==> config.mk <==
export PLATFORM = sky130hd
export DESIGN_NAME = hoaaned_err_monitor
export DESIGN_NICKNAME = d
export VERILOG_FILES = /design/src/rtl/hoaaned_pkg.sv /design/src/rtl/hoaaned_err_monitor_abs_diff.sv /design/src/rtl/hoaaned_err_monitor.sv
export SDC_FILE = /design/constraint.sdc
export NUM_CORES = 1
export LEC_CHECK = 0
export CAP_MARGIN = 20
export CORE_MARGIN = 4
export CORE_UTILIZATION = 55
export DETAILED_ROUTE_END_ITERATION = 7
export PLACE_DENSITY = 0.83
export SYNTH_ARGS = -nofsm -noshare
export SYNTH_HDL_FRONTEND = slang
export SYNTH_HIERARCHICAL = 1
export SYNTH_SLANG_ARGS = --single-unit
==> constraint.sdc <==
create_clock -name clk -period 7.6 [get_ports clk]
set_input_delay 0.76 -clock clk [delete_from_list [all_inputs] [get_ports clk]]
set_output_delay 0.76 -clock clk [all_outputs]
set_load 0.01 [all_outputs]
==> src/rtl/hoaaned_pkg.sv <==
// Shared types and default widths for the adder error-distance monitor.
package hoaaned_pkg;

  localparam int unsigned N_DEF     = 16;
  localparam int unsigned CNT_W_DEF = 20;
  localparam int unsigned SUM_W_DEF = N_DEF + 1 + CNT_W_DEF;

  typedef enum logic [1:0] {
    IDLE  = 2'd0,
    RUN   = 2'd1,
    DRAIN = 2'd2,
    DONE  = 2'd3
  } state_e;

endpackage

==> src/rtl/hoaaned_err_monitor_abs_diff.sv <==
// Combinational absolute difference |a - b| of two unsigned W-bit values.
module abs_diff #(
  parameter int unsigned W = 17
) (
  input  logic [W-1:0] a_i,
  input  logic [W-1:0] b_i,
  output logic [W-1:0] d_o
);

  always_comb begin
    d_o = '0;
    if (a_i >= b_i) d_o = a_i - b_i;
    else            d_o = b_i - a_i;
  end

endmodule

==> src/rtl/hoaaned_err_monitor.sv <==
// Measures error distance of an approximate adder over a run of N-bit samples:
// 2-stage pipeline (exact/ED register, then accumulate) driven by a run FSM.
module hoaaned_err_monitor
  import hoaaned_pkg::*;
#(
  parameter int unsigned N     = N_DEF,
  parameter int unsigned CNT_W = CNT_W_DEF,
  parameter int unsigned SUM_W = SUM_W_DEF
) (
  input  logic             clk,
  input  logic             rst,
  input  logic             start,
  input  logic [CNT_W-1:0] num_samples,
  input  logic             in_valid,
  output logic             in_ready,
  input  logic [N-1:0]     op_a,
  input  logic [N-1:0]     op_b,
  input  logic [N:0]       approx_sum,
  output logic             busy,
  output logic             done,
  output logic [CNT_W-1:0] sample_count,
  output logic [CNT_W-1:0] err_count,
  output logic [SUM_W-1:0] err_sum,
  output logic [N:0]       max_err
);

  state_e           state_q;
  logic [CNT_W-1:0] target_q, accepted_q, accepted_d;
  logic             s1_valid_q;
  logic [N:0]       s1_ed_q;
  logic [CNT_W-1:0] sample_q, errc_q;
  logic [SUM_W-1:0] sum_q;
  logic [N:0]       max_q;

  logic [N:0]       exact;
  logic [N:0]       ed;
  logic             xfer;

  assign exact = {1'b0, op_a} + {1'b0, op_b};

  abs_diff #(.W(N + 1)) u_abs_diff (
    .a_i (exact),
    .b_i (approx_sum),
    .d_o (ed)
  );

  assign in_ready   = (state_q == RUN) && (accepted_q < target_q);
  assign xfer       = in_valid && in_ready;
  assign accepted_d = accepted_q + CNT_W'(xfer);

  always_ff @(posedge clk) begin
    if (rst) begin
      state_q    <= IDLE;
      target_q   <= '0;
      accepted_q <= '0;
      s1_valid_q <= 1'b0;
      s1_ed_q    <= '0;
      sample_q   <= '0;
      errc_q     <= '0;
      sum_q      <= '0;
      max_q      <= '0;
    end else begin
      s1_valid_q <= xfer;
      if (xfer) s1_ed_q <= ed;

      if (s1_valid_q) begin
        sample_q <= sample_q + CNT_W'(1);
        if (s1_ed_q != '0) errc_q <= errc_q + CNT_W'(1);
        sum_q <= sum_q + SUM_W'(s1_ed_q);
        if (s1_ed_q > max_q) max_q <= s1_ed_q;
      end

      // Stage 1 is always empty in IDLE/DONE, so the clears below never race an update.
      unique case (state_q)
        IDLE, DONE: begin
          if (start) begin
            state_q    <= RUN;
            target_q   <= num_samples;
            accepted_q <= '0;
            sample_q   <= '0;
            errc_q     <= '0;
            sum_q      <= '0;
            max_q      <= '0;
          end
        end
        RUN: begin
          accepted_q <= accepted_d;
          if (accepted_d == target_q) state_q <= DRAIN;
        end
        DRAIN: begin
          if (!s1_valid_q) state_q <= DONE;
        end
        default: state_q <= IDLE;
      endcase
    end
  end

  assign busy         = (state_q == RUN) || (state_q == DRAIN);
  assign done         = (state_q == DONE);
  assign sample_count = sample_q;
  assign err_count    = errc_q;
  assign err_sum      = sum_q;
  assign max_err      = max_q;

endmodule

==> results of run 1 <==
==> synthesized netlist by cell type, types with 3 or more instances <==
cell type  count  share of area (%)
nand3b_1       3               0.20
fa_1           4               0.72
buf_4          9               0.61
or3_1         21                1.2
and2_1        11               0.62
nand2_1      136                4.6
o31ai_1        4               0.27
buf_1          4               0.13
nand2b_1       9               0.51
and3_1        26                1.5
dfxtp_1      154                 28
mux2i_1       58                5.2
a211o_1        3               0.24
o221ai_1       4               0.32
o211ai_1       3               0.20
nor3_1        16               0.72
o21ai_1        3               0.13
nand4_1       29                1.6
o21ai_0       86                3.9
o21a_1         7               0.47
ha_1         110                 12
nor2_1       140                4.7
a22oi_1        4               0.27
a21o_1        33                2.2
nand4_2        3               0.34
o21bai_1       8               0.54
inv_1         97                3.3
a31oi_1       11               0.62
nor4_1        12               0.68
a211oi_1      15                1.0
a21oi_1      106                4.8
nand3_1       48                2.2
nor2b_1       10               0.56
xor2_1        51                4.0
clkbuf_1      46                1.6
xnor2_1       59                4.6
buf_2          6               0.27
o2111ai_1      3               0.24
and4_1         6               0.47
==> power by group through the flow <==
stage                     registers [mW]  clock network [mW]  logic, mW
after global routing               0.934               0.878       1.36
after global placement             0.941                   0       1.17
after CTS                          0.924               0.844       1.22
after floorplan                    0.919                   0      0.920
final                              0.926               0.834       1.23
after detailed placement           0.942                   0       1.21
==> metrics by stage <==
| stage | area [sq um] | util [%] | setup WS (ps) |
|---|---|---|---|
| floorplan | 11100 | - | 2570 |
| global placement | 12900 | 65.6 | 1670 |
| detailed placement | 12900 | 65.6 | 1480 |
| CTS | 13500 | 68.5 | 1930 |
| global route | 13500 | 68.6 | 1430 |
| finish | 13500 | 68.6 | 1880 |
==> cell families after synthesis <==
kind of cell / share of synthesized area [%]
and+or+nand+nor: 21.7
xor gates and xnor gates: 8.66
DFF: 27.7
buffers and inverters: 5.94
AOI/OAI and AO/OA: 17.7
adders and majority gates: 13.1
muxes: 5.22
==> sequential cells by signal (all words and copies together), names as in the netlist <==
signal,flops
s1_valid_q,1
sample_count,20
state_q,2
target_q,20
s1_ed_q,17
err_sum,37
max_err,17
err_count,20
accepted_q,20
==> final cells by class <==
cell class              count  share of cell area, %
clock buffers              19                   3.29
multi-input cells        1088                   54.7
inverters                  97                   2.70
well taps                 265                   2.46
repair buffers            177                   13.0
clock inverters            13                  0.975
flip-flops and latches    154                   22.9
==> worst register-to-register path, cell delays in order, from the launching register on <==
cell       delay, ps
dfxtp_1          550
ha_1             330
a21o_1           160
a21o_1           170
a211oi_1         220
a2bb2oi_1        340
nand4_1          140
buf_4            240
inv_1            100
ha_1             230
ha_1             330
nand4_2          220
or2_4            300
xnor2_1          180
nand4_1          130
or4_4            520
o41ai_4          380
nor2_1            80
a211oi_1         250
==> per-layer routing <==
| layer | global-route usage [%] | part of all wire, % | vias up |
|---|---|---|---|
| met5 | 0 | 0 | - |
| met3 | 5.24 | 6.8 | 47 |
| met2 | 41.9 | 46 | 376 |
| li1 | - | - | 5174 |
| met1 | 33.1 | 46 | 4919 |
| met4 | 7.59 | 2.0 | 0 |
==> final timing paths <==
check                               from                 endpoint  slack (ps)  cells past startpoint
min reg2reg       err_sum[36]$_SDFF_PP0_   err_sum[36]$_SDFF_PP0_         480                      2
max                              op_a[1]  s1_ed_q[8]$_SDFFE_PP0P_        1880                     21
min               err_sum[36]$_SDFF_PP0_   err_sum[36]$_SDFF_PP0_         480                      2
max reg2reg  accepted_q[13]$_SDFFE_PP0P_  state_q[1]$_SDFFE_PP0P_        2630                     18
==> metrics, run 1 <==
status finished, final reports clean; Hold WS approximately 480 ps; flops & latches, synth around 150; setup tns final 0 ps; Crit Path Category input port to register; crit-path cells clkdlybuf4s50_1 > ha_1 > a211oi_1 > nor2_1 > o41ai_1 > o21ai_0 > o41ai_1 > o2111ai_1 > a21oi_1 > xnor2_1 > inv_1 > ha_1 > nand4_1 > or4_1 > a21oi_2 > a21o_4 > a41oi_4 > mux2i_1 > xor2_1 > mux2i_1 > nor2_1; RSZ-0062 raised after global routing no; Worst-Margin Slew ~840 ps; Int Power ~1.8 mW; WL final about 29000 um; synthesized cell area between 0.01 and 0.015 sq mm; Arr. time, crit path a little over 6000 ps; EDFF count, synth 0; FF/Latch Area roughly 0.0031 sq mm; Root Driver clkbuf_16; Pwr Total approximately 3 mW; Final Wtd Congestion between 0.9 and 1; max cap viols 0; post-route ant nets 0; CP max-delay cell or4_1; starting density of the core a little under three fifths; delay-heaviest family, CP compound AO/OA/AOI/OAI gates; CTS tree built; DP Cell Count 1780; # fillers between 1500 and 2000; pwr/cell area 222 mW/mm^2; drt via density 5.80; VDD IR-drop max 0.000175 V; fmax around 170 MHz; Req. time, crit path 7950 ps; clock power share 27.9%; vias in the first global route slightly below 10000; commonest cells after routing, fill and taps aside clkdlybuf4s50_1 (168), dfxtp_1 (154), nor2_1 (140), nand2_1 (136), ha_1 (110); CTS Buf Count 17; Setup crit end kind register; dpl hpwl approximately 22000 um; H-tree depth 4; Switching Fraction around two fifths; num ports 170; nets 1722; post-CTS sizing 0; worst rel slew slack 43.6%; Die H roughly 150 um; worst path bufs/invs 2; Combinational Power Share 41.2%; WL per Instance between 15 and 20 um; GRT Resource Usage Total 25.2%; crit path launch type input port; GRT overflow 0; Mapped Nets ~1600; # DRC 0; vias 10500; I/O Buffers between 150 and 200; LEAKAGE 5.65 nW; net switching power about 1.2 mW; Cells after Synth approximately 1400; postcts setup bufs 0; Seq pwr share slightly above 30%; fin crit share about three quarters; die width between 150 and 200 um; final setup vio count 0; Layout area overhead 21.2%; ys flop type dfxtp_1; Unique masters post-synth 78; drt initial violations 483; Reg clk slew, reported paths around 70 ps; Core Area around 0.02 sq mm; final slew viol count 0; Clk Latency, worst-skew pair 430 ps; clk buf depth 2; pin count of the biggest net entering global routing 74; CP max FO 15; non-filler instance count after layout between 1500 and 2000; Post-synth ARST share 0%; Yosys warning count 6; # rows a little over 50; CTS Hold Bufs 0; Worst Hold Class register to register; drt pass-1 iters 5; Num Clock Sinks between 150 and 200; final hold violation count 0; diode count 0; layout cells sized above 1 4.13%; Seq/Total Area, Yosys between 20 and 30%; full die area between 0.02 and 0.025 sq mm; Avg Synthesized Cell Area about 7.9 sq um; clock skew roughly 19 ps; CP max stage delay 580 ps; initial antenna violation count 0; crit path time final 5720 ps; global-route wire length before repair 47300 um; commonest non-fill, non-tap cell in the layout clkdlybuf4s50_1; area of the multi-input gates approximately 0.0074 sq mm
Power figures use the tool's default switching activity.
==> run 2, diff against run 1 <==
Settings changed: CORE_UTILIZATION 55 to 50, PLACE_DENSITY 0.83 to 0.8.
Clock period 7.6 ns to 4.86 ns, I/O delays scaled along.
==> run 2 against run 1 <==
  * Non-clock buffer count grew 49
  * Clock-buffer cell count increased by 2
  * Global-route usage is 1.8 points lower
  * Critical path depth grew 3
  * Die area up 9.5%
  * Power grew 64%
  * Clock skew decreased by 0.89 ps
  * Via count is 1.1% higher
  * Worst hold slack lost 18 ps
  * Combinational power rose by 68%
==> metrics, run 2 (synthesis results as in run 1) <==
final core utilization 64.4% (was 68.6%); full die area 0.0247 sq mm (was 0.0226 sq mm); Hold Path End sample_count[18]$_SDFF_PP0_ (was err_sum[36]$_SDFF_PP0_); Reg2Reg Depth 18 (unchanged); dpl hpwl 22200 um (was 21700 um); I/O Buffers 169 (unchanged); LEAKAGE 5.97 nW (was 5.65 nW); vias in the first global route 10100 (was 9904); die width 157 um (was 150 um); Worst Hold Class input port to register (was register to register); crit path launch type input port (unchanged); worst setup margin 192 ps (was 1880 ps); Pwr Total 4.90 mW (was 2.99 mW); worst rel slew slack 28.4% (was 43.6%); Worst-Margin Slew 1070 ps (was 844 ps); Final Wtd Congestion 0.948 (was 0.903); Setup crit end kind register (unchanged); status finished, final reports clean (unchanged); number of flip-flops in the largest register 37 (unchanged); clk buf depth 2 (unchanged); WL per Instance 15.9 um (was 16.0 um); final hold violation count 0 (unchanged); Clk Latency, worst-skew pair 430 ps (about the same); final slew viol count 0 (unchanged); crit path time final 4670 ps; Arr. time, crit path 4950 ps (was 6070 ps); CTS tree built (unchanged); global-route wire length before repair 48600 um (was 47300 um); critical hold path startpoint rst (was err_sum[36]$_SDFF_PP0_); initial antenna violation count 0 (unchanged); vias 10600 (was 10500); GRT Resource Usage Total 23.4% (was 25.2%); Reg-to-Reg Start target_q[13]$_SDFFE_PP0P_ (was accepted_q[13]$_SDFFE_PP0P_); starting density of the core 51.0% (was 56.6%); Reg clk slew, reported paths 60 ps (was 70 ps); H-tree depth 4 (unchanged); Root Driver clkbuf_16 (unchanged); hold depth 4 (was 2); Layout area overhead 26.5% (was 21.2%); diode count 0 (unchanged); Reg-to-Reg End state_q[1]$_SDFFE_PP0P_ (unchanged); pin count of the biggest net entering global routing 73 (was 74); Crit Path Category input port to register (unchanged); Core Area 0.0218 sq mm (was 0.0197 sq mm); fmax 214 MHz; layout cells sized above 1 8.20% (was 4.13%); drt initial violations 845 (was 483); cell area after layout 0.0141 sq mm (was 0.0135 sq mm); Die H 157 um (was 150 um); fin crit share between 90% and 100%; Num Clock Sinks 154 (unchanged); CP max FO 7 (was 15); post-route ant nets 0 (unchanged); pwr/cell area 348 mW/mm^2 (was 222 mW/mm^2); pre-CTS setup slack -640 ps (was 1480 ps); drt pass-1 iters 6 (was 5); VDD IR-drop max 0.000223 V (was 0.000175 V); Req. time, crit path 5140 ps (was 7950 ps); max cap viols 0 (unchanged); commonest non-fill, non-tap cell in the layout clkdlybuf4s50_1 (unchanged); # DRC 0 (unchanged); num ports 170 (unchanged); commonest cells after routing, fill and taps aside clkdlybuf4s50_1 (168), dfxtp_1 (154), nor2_1 (139), nand2_1 (136), ha_1 (106) (was clkdlybuf4s50_1 (168), dfxtp_1 (154), nor2_1 (140), nand2_1 (136), ha_1 (110)); # rows 54 (was 51); CTS Buf Count 17 (unchanged); clock skew 17.7 ps (was 18.6 ps); nets 1771 (was 1722); final setup vio count 0 (unchanged); Reg2Reg Setup Slack 240 ps (was 2630 ps); WL final 29800 um (was 29000 um); Hold WS 463 ps (was 481 ps); drt via density 5.66 (was 5.80); Placed Instance Area 0.0133 sq mm (was 0.0129 sq mm); GRT overflow 0 (unchanged)
run 2: cell types whose count changed in the layout (fill, tap and decap cells not counted), sizes merged:
cell      delta
inv          -5
buf         +48
bufinv       +2
clkinvlp     -4
clkbuf       +3
clkinv       +5
run 2: worst max-delay path, cell delays in order:
cell,delay (ps)
clkdlybuf4s50_1,510
ha_4,170
inv_1,50
fa_2,370
nor2b_2,140
o31a_1,160
o211ai_1,90
nand2_1,120
a41oi_2,150
a21oi_2,200
a31oi_2,130
xnor2_1,230
inv_1,70
ha_1,310
a21o_1,200
a211oi_2,270
a21oi_4,100
a21o_4,190
a41oi_4,240
clkbuf_16,210
mux2i_1,210
xnor2_1,110
mux2i_1,160
nor2_1,60
run 2: worst max-delay path by stage:
stage	startpoint	to	slack (ps)	cells after the start
6_report	op_a[0]	s1_ed_q[5]$_SDFFE_PP0P_	190	24
2_1_floorplan	op_a[1]	s1_ed_q[12]$_SDFFE_PP0P_	100	21
5_1_grt	op_a[0]	s1_ed_q[5]$_SDFFE_PP0P_	-30	24
4_1_cts	op_a[0]	s1_ed_q[7]$_SDFFE_PP0P_	30	25
3_5_place_dp	op_a[1]	s1_ed_q[7]$_SDFFE_PP0P_	-640	21
3_3_place_gp	op_a[1]	s1_ed_q[2]$_SDFFE_PP0P_	-470	21
run 2: final cells by class:
type / instances / area, sq um
Clock inverter: 11 / 144
Timing Repair Buffer: 226 / 2140
Tap cell: 280 / 350
Inverter: 97 / 364
Fill cell: 1836 / 7760
Sequential cell: 154 / 3080
Multi-Input combinational cell: 1088 / 7520
Clock buffer: 21 / 460
run 2: per-layer routing:
layer / part of all wire, % / wire length, um / global-route usage [%] / vias to the layer above
met3: 6.9 / 2060 / 5.00 / 38
met2: 46 / 13700 / 38.6 / 364
met4: 1.8 / 531 / 5.86 / 0
met1: 45 / 13500 / 31.5 / 4953
li1: - / - / - / 5276
met5: 0 / 0 / 0 / -
run 2: per-stage QoR:
step / setup TNS [ps] / std cells
5_1_grt: -86.4 / 1877
3_3_place_gp: -7170 / 1842
3_5_place_dp: -9460 / 1842
4_1_cts: 0 / 1875
2_1_floorplan: 0 / 1405
6_report: 0 / 1877
run 2: where the power goes:
group / total (mW) / switching, mW / leakage [nW] / internal, mW
combinational: 2.07 / 1.21 / 4.42 / 0.865
sequential: 1.45 / 0.110 / 1.24 / 1.34
clock: 1.38 / 0.540 / 0.297 / 0.835
run 2: what timing repair did:
item | CTS | global route
gates resized for setup | 1 | 23
pin swaps | 0 | 12
hold endpoints to repair | 0 | 0
endpoints found under the setup margin | 15 | 16
gates cloned | 0 | 1
hold buffers | 0 | 0
buffers inserted | 1 | 1
==> run 3, diff against run 2 <==
Settings changed: CORE_MARGIN 4 to default, RECOVER_POWER from default to 25.
==> run 3 against run 2 <==
  * Critical endpoint is now s1_ed_q[8]$_SDFFE_PP0P_
  * Die area down 7.5%
  * Via count up 0.55%
  * Clock power up 4%
  * Sequential share of layout area down 0.093 points
  * Critical path depth unchanged
  * Worst setup slack worse by 47 ps
  * Flip-flop and latch count unchanged
  * Combinational power about the same
  * Cell count up 0.27%
  * Wire length down 0.71%
  * Clock-buffer cell count down 2
  * Power up 1.3%
==> metrics, run 3 (synthesis results as in run 1) <==
met3 Usage GRT 4.85% (was 5.00%); global-route wire length before repair 48100 um (was 48600 um); Clk Latency, worst-skew pair 430 ps (about the same); met2 Use GR 43.8% (was 38.6%); final slew viol count 0 (unchanged); full die area 0.0228 sq mm (was 0.0247 sq mm); crit path time final 4710 ps (was 4670 ps); pin count of the biggest net entering global routing 48 (was 73); initial antenna violation count 0 (unchanged); Reg clk slew, reported paths 60 ps (about the same); number of flip-flops in the largest register 37 (unchanged); I/O Buffers 169 (unchanged); Root Driver clkbuf_16 (unchanged); post-route ant nets 0 (unchanged); Num Clock Sinks 154 (unchanged); Worst Hold Class register to register (was input port to register); CTS Buf Count 17 (unchanged); dpl hpwl 21600 um (was 22200 um); layout cells sized above 1 8.49% (was 8.20%); final hold violation count 0 (unchanged); worst path bufs/invs 5 (was 4); worst setup margin 145 ps (was 192 ps); final core utilization 64.7% (was 64.4%); worst rel slew slack 27.6% (was 28.4%); vias in the first global route 10100 (about the same); Core Area 0.0218 sq mm (unchanged); die width 151 um (was 157 um); LEAKAGE 6.20 nW (was 5.97 nW); CTS Hold Bufs 0 (unchanged); clk buf depth 2 (unchanged); # rows 54 (unchanged); clock skew 11.0 ps (was 17.7 ps); layer with the highest usage met2 (unchanged); commonest non-fill, non-tap cell in the layout dfxtp_1 (was clkdlybuf4s50_1); Placed Instance Area 0.0133 sq mm (about the same); num ports 170 (unchanged); # DRC 0 (unchanged); crit-path cells clkdlybuf4s50_1 > ha_1 > o21ai_0 > nor2_2 > o41ai_2 > buf_4 > o21ai_2 > o41ai_2 > buf_4 > o2111ai_1 > a21oi_1 > xnor2_1 > inv_1 > ha_4 > nand4_1 > or4_4 > a21oi_4 > a21o_4 > a41oi_4 > buf_12 > mux2i_1 > xor2_1 > mux2i_1 > nor2_1 (was clkdlybuf4s50_1 > ha_4 > inv_1 > fa_2 > nor2b_2 > o31a_1 > o211ai_1 > nand2_1 > a41oi_2 > a21oi_2 > a31oi_2 > xnor2_1 > inv_1 > ha_1 > a21o_1 > a211oi_2 > a21oi_4 > a21o_4 > a41oi_4 > clkbuf_16 > mux2i_1 > xnor2_1 > mux2i_1 > nor2_1); fmax 212 MHz (was 214 MHz); CP max-delay cell or4_4 (was clkdlybuf4s50_1); diode count 0 (unchanged); CP max stage delay 450 ps (was 510 ps); M1 GR Usage 33.4% (was 31.5%); starting density of the core 51.0% (unchanged); Final Wtd Congestion 0.917 (was 0.948); setup tns final 0 ps (unchanged); WL final 29600 um (was 29800 um); WL per Instance 15.7 um (was 15.9 um); drt initial violations 632 (was 845); Hold WS 477 ps (was 463 ps); final setup vio count 0 (unchanged); drt pass-1 iters 5 (was 6); GRT overflow 0 (unchanged); cell area after layout 0.0141 sq mm (about the same); Crit Path Category input port to register (unchanged); pwr/cell area 351 mW/mm^2 (was 348 mW/mm^2); nets 1776 (was 1771); max cap viols 0 (unchanged); Req. time, crit path 5130 ps (was 5140 ps); Setup crit end kind register (unchanged); Die H 151 um (was 157 um); Arr. time, crit path 4990 ps (was 4950 ps); H-tree depth 4 (unchanged); crit path launch type input port (unchanged); delay-heaviest family, CP compound AO/OA/AOI/OAI gates (unchanged); CP max FO 6 (was 7); fin crit share 97.0% (was 96.0%); Worst-Margin Slew 1090 ps (was 1070 ps); commonest cells after routing, fill and taps aside dfxtp_1 (154), nor2_1 (139), nand2_1 (136), clkdlybuf4s50_1 (113), ha_1 (107) (was clkdlybuf4s50_1 (168), dfxtp_1 (154), nor2_1 (139), nand2_1 (136), ha_1 (106)); CTS tree built (unchanged); status finished, final reports clean (unchanged); vias 10700 (was 10600); VDD IR-drop max 0.000243 V (was 0.000223 V); pre-CTS setup slack -706 ps (was -640 ps); drt via density 5.68 (was 5.66); Layout area overhead 27.0% (was 26.5%); GRT Resource Usage Total 26.0% (was 23.4%)
## run 3: path summary, 6_finish.rpt
path,startpoint,endpoint,slack (ps),depth (start not counted)
worst max-delay path,op_a[2],s1_ed_q[8]$_SDFFE_PP0P_,150,24
worst min-delay path,err_sum[36]$_SDFF_PP0_,err_sum[36]$_SDFF_PP0_,480,2
worst max register to register,target_q[13]$_SDFFE_PP0P_,state_q[1]$_SDFFE_PP0P_,350,17
worst min register to register,err_sum[36]$_SDFF_PP0_,err_sum[36]$_SDFF_PP0_,480,2
## run 3: cell type report
type                       instances  area, sq um
fill                            1797         7700
clock inverter                    13          189
sequential                       154         3080
timing repair buffer             231         2190
clock buffer                      19          453
inverter                          97          364
tap                              280          350
multi-input combinational       1088         7490
## run 3: metal layers
layer | vias up | part of all wire (%)
met5 | - | 0
met3 | 40 | 6.9
met4 | 0 | 1.8
met2 | 407 | 47
met1 | 4958 | 44
li1 | 5284 | -
## run 3: worst min-delay path: stages, from the launching register on
cell and delay [ps]:
dfxtp_1 320, nand2_1 50, mux2i_1 60
## run 3: what timing repair did
item | in CTS | in global routing
resized for setup | 3 | 21
endpoints found under the setup margin | 16 | 16
hold endpoints to repair | 0 | 0
gates cloned | 0 | 1
setup buffers | 3 | 5
pin swaps | 4 | 18
## run 3: per-stage QoR
stage / total power, mW / std cells
6_report: 4.96 / 1882
3_5_place_dp: 3.44 / 1841
2_1_floorplan: 2.88 / 1405
5_1_grt: 5.27 / 1882
3_3_place_gp: 3.39 / 1841
4_1_cts: 4.91 / 1876
## run 3: power breakdown
part / internal [mW] / leakage, nW / switching (mW)
logic: 0.871 / 4.64 / 1.20
registers: 1.34 / 1.24 / 0.115
clock network: 0.891 / 0.310 / 0.549
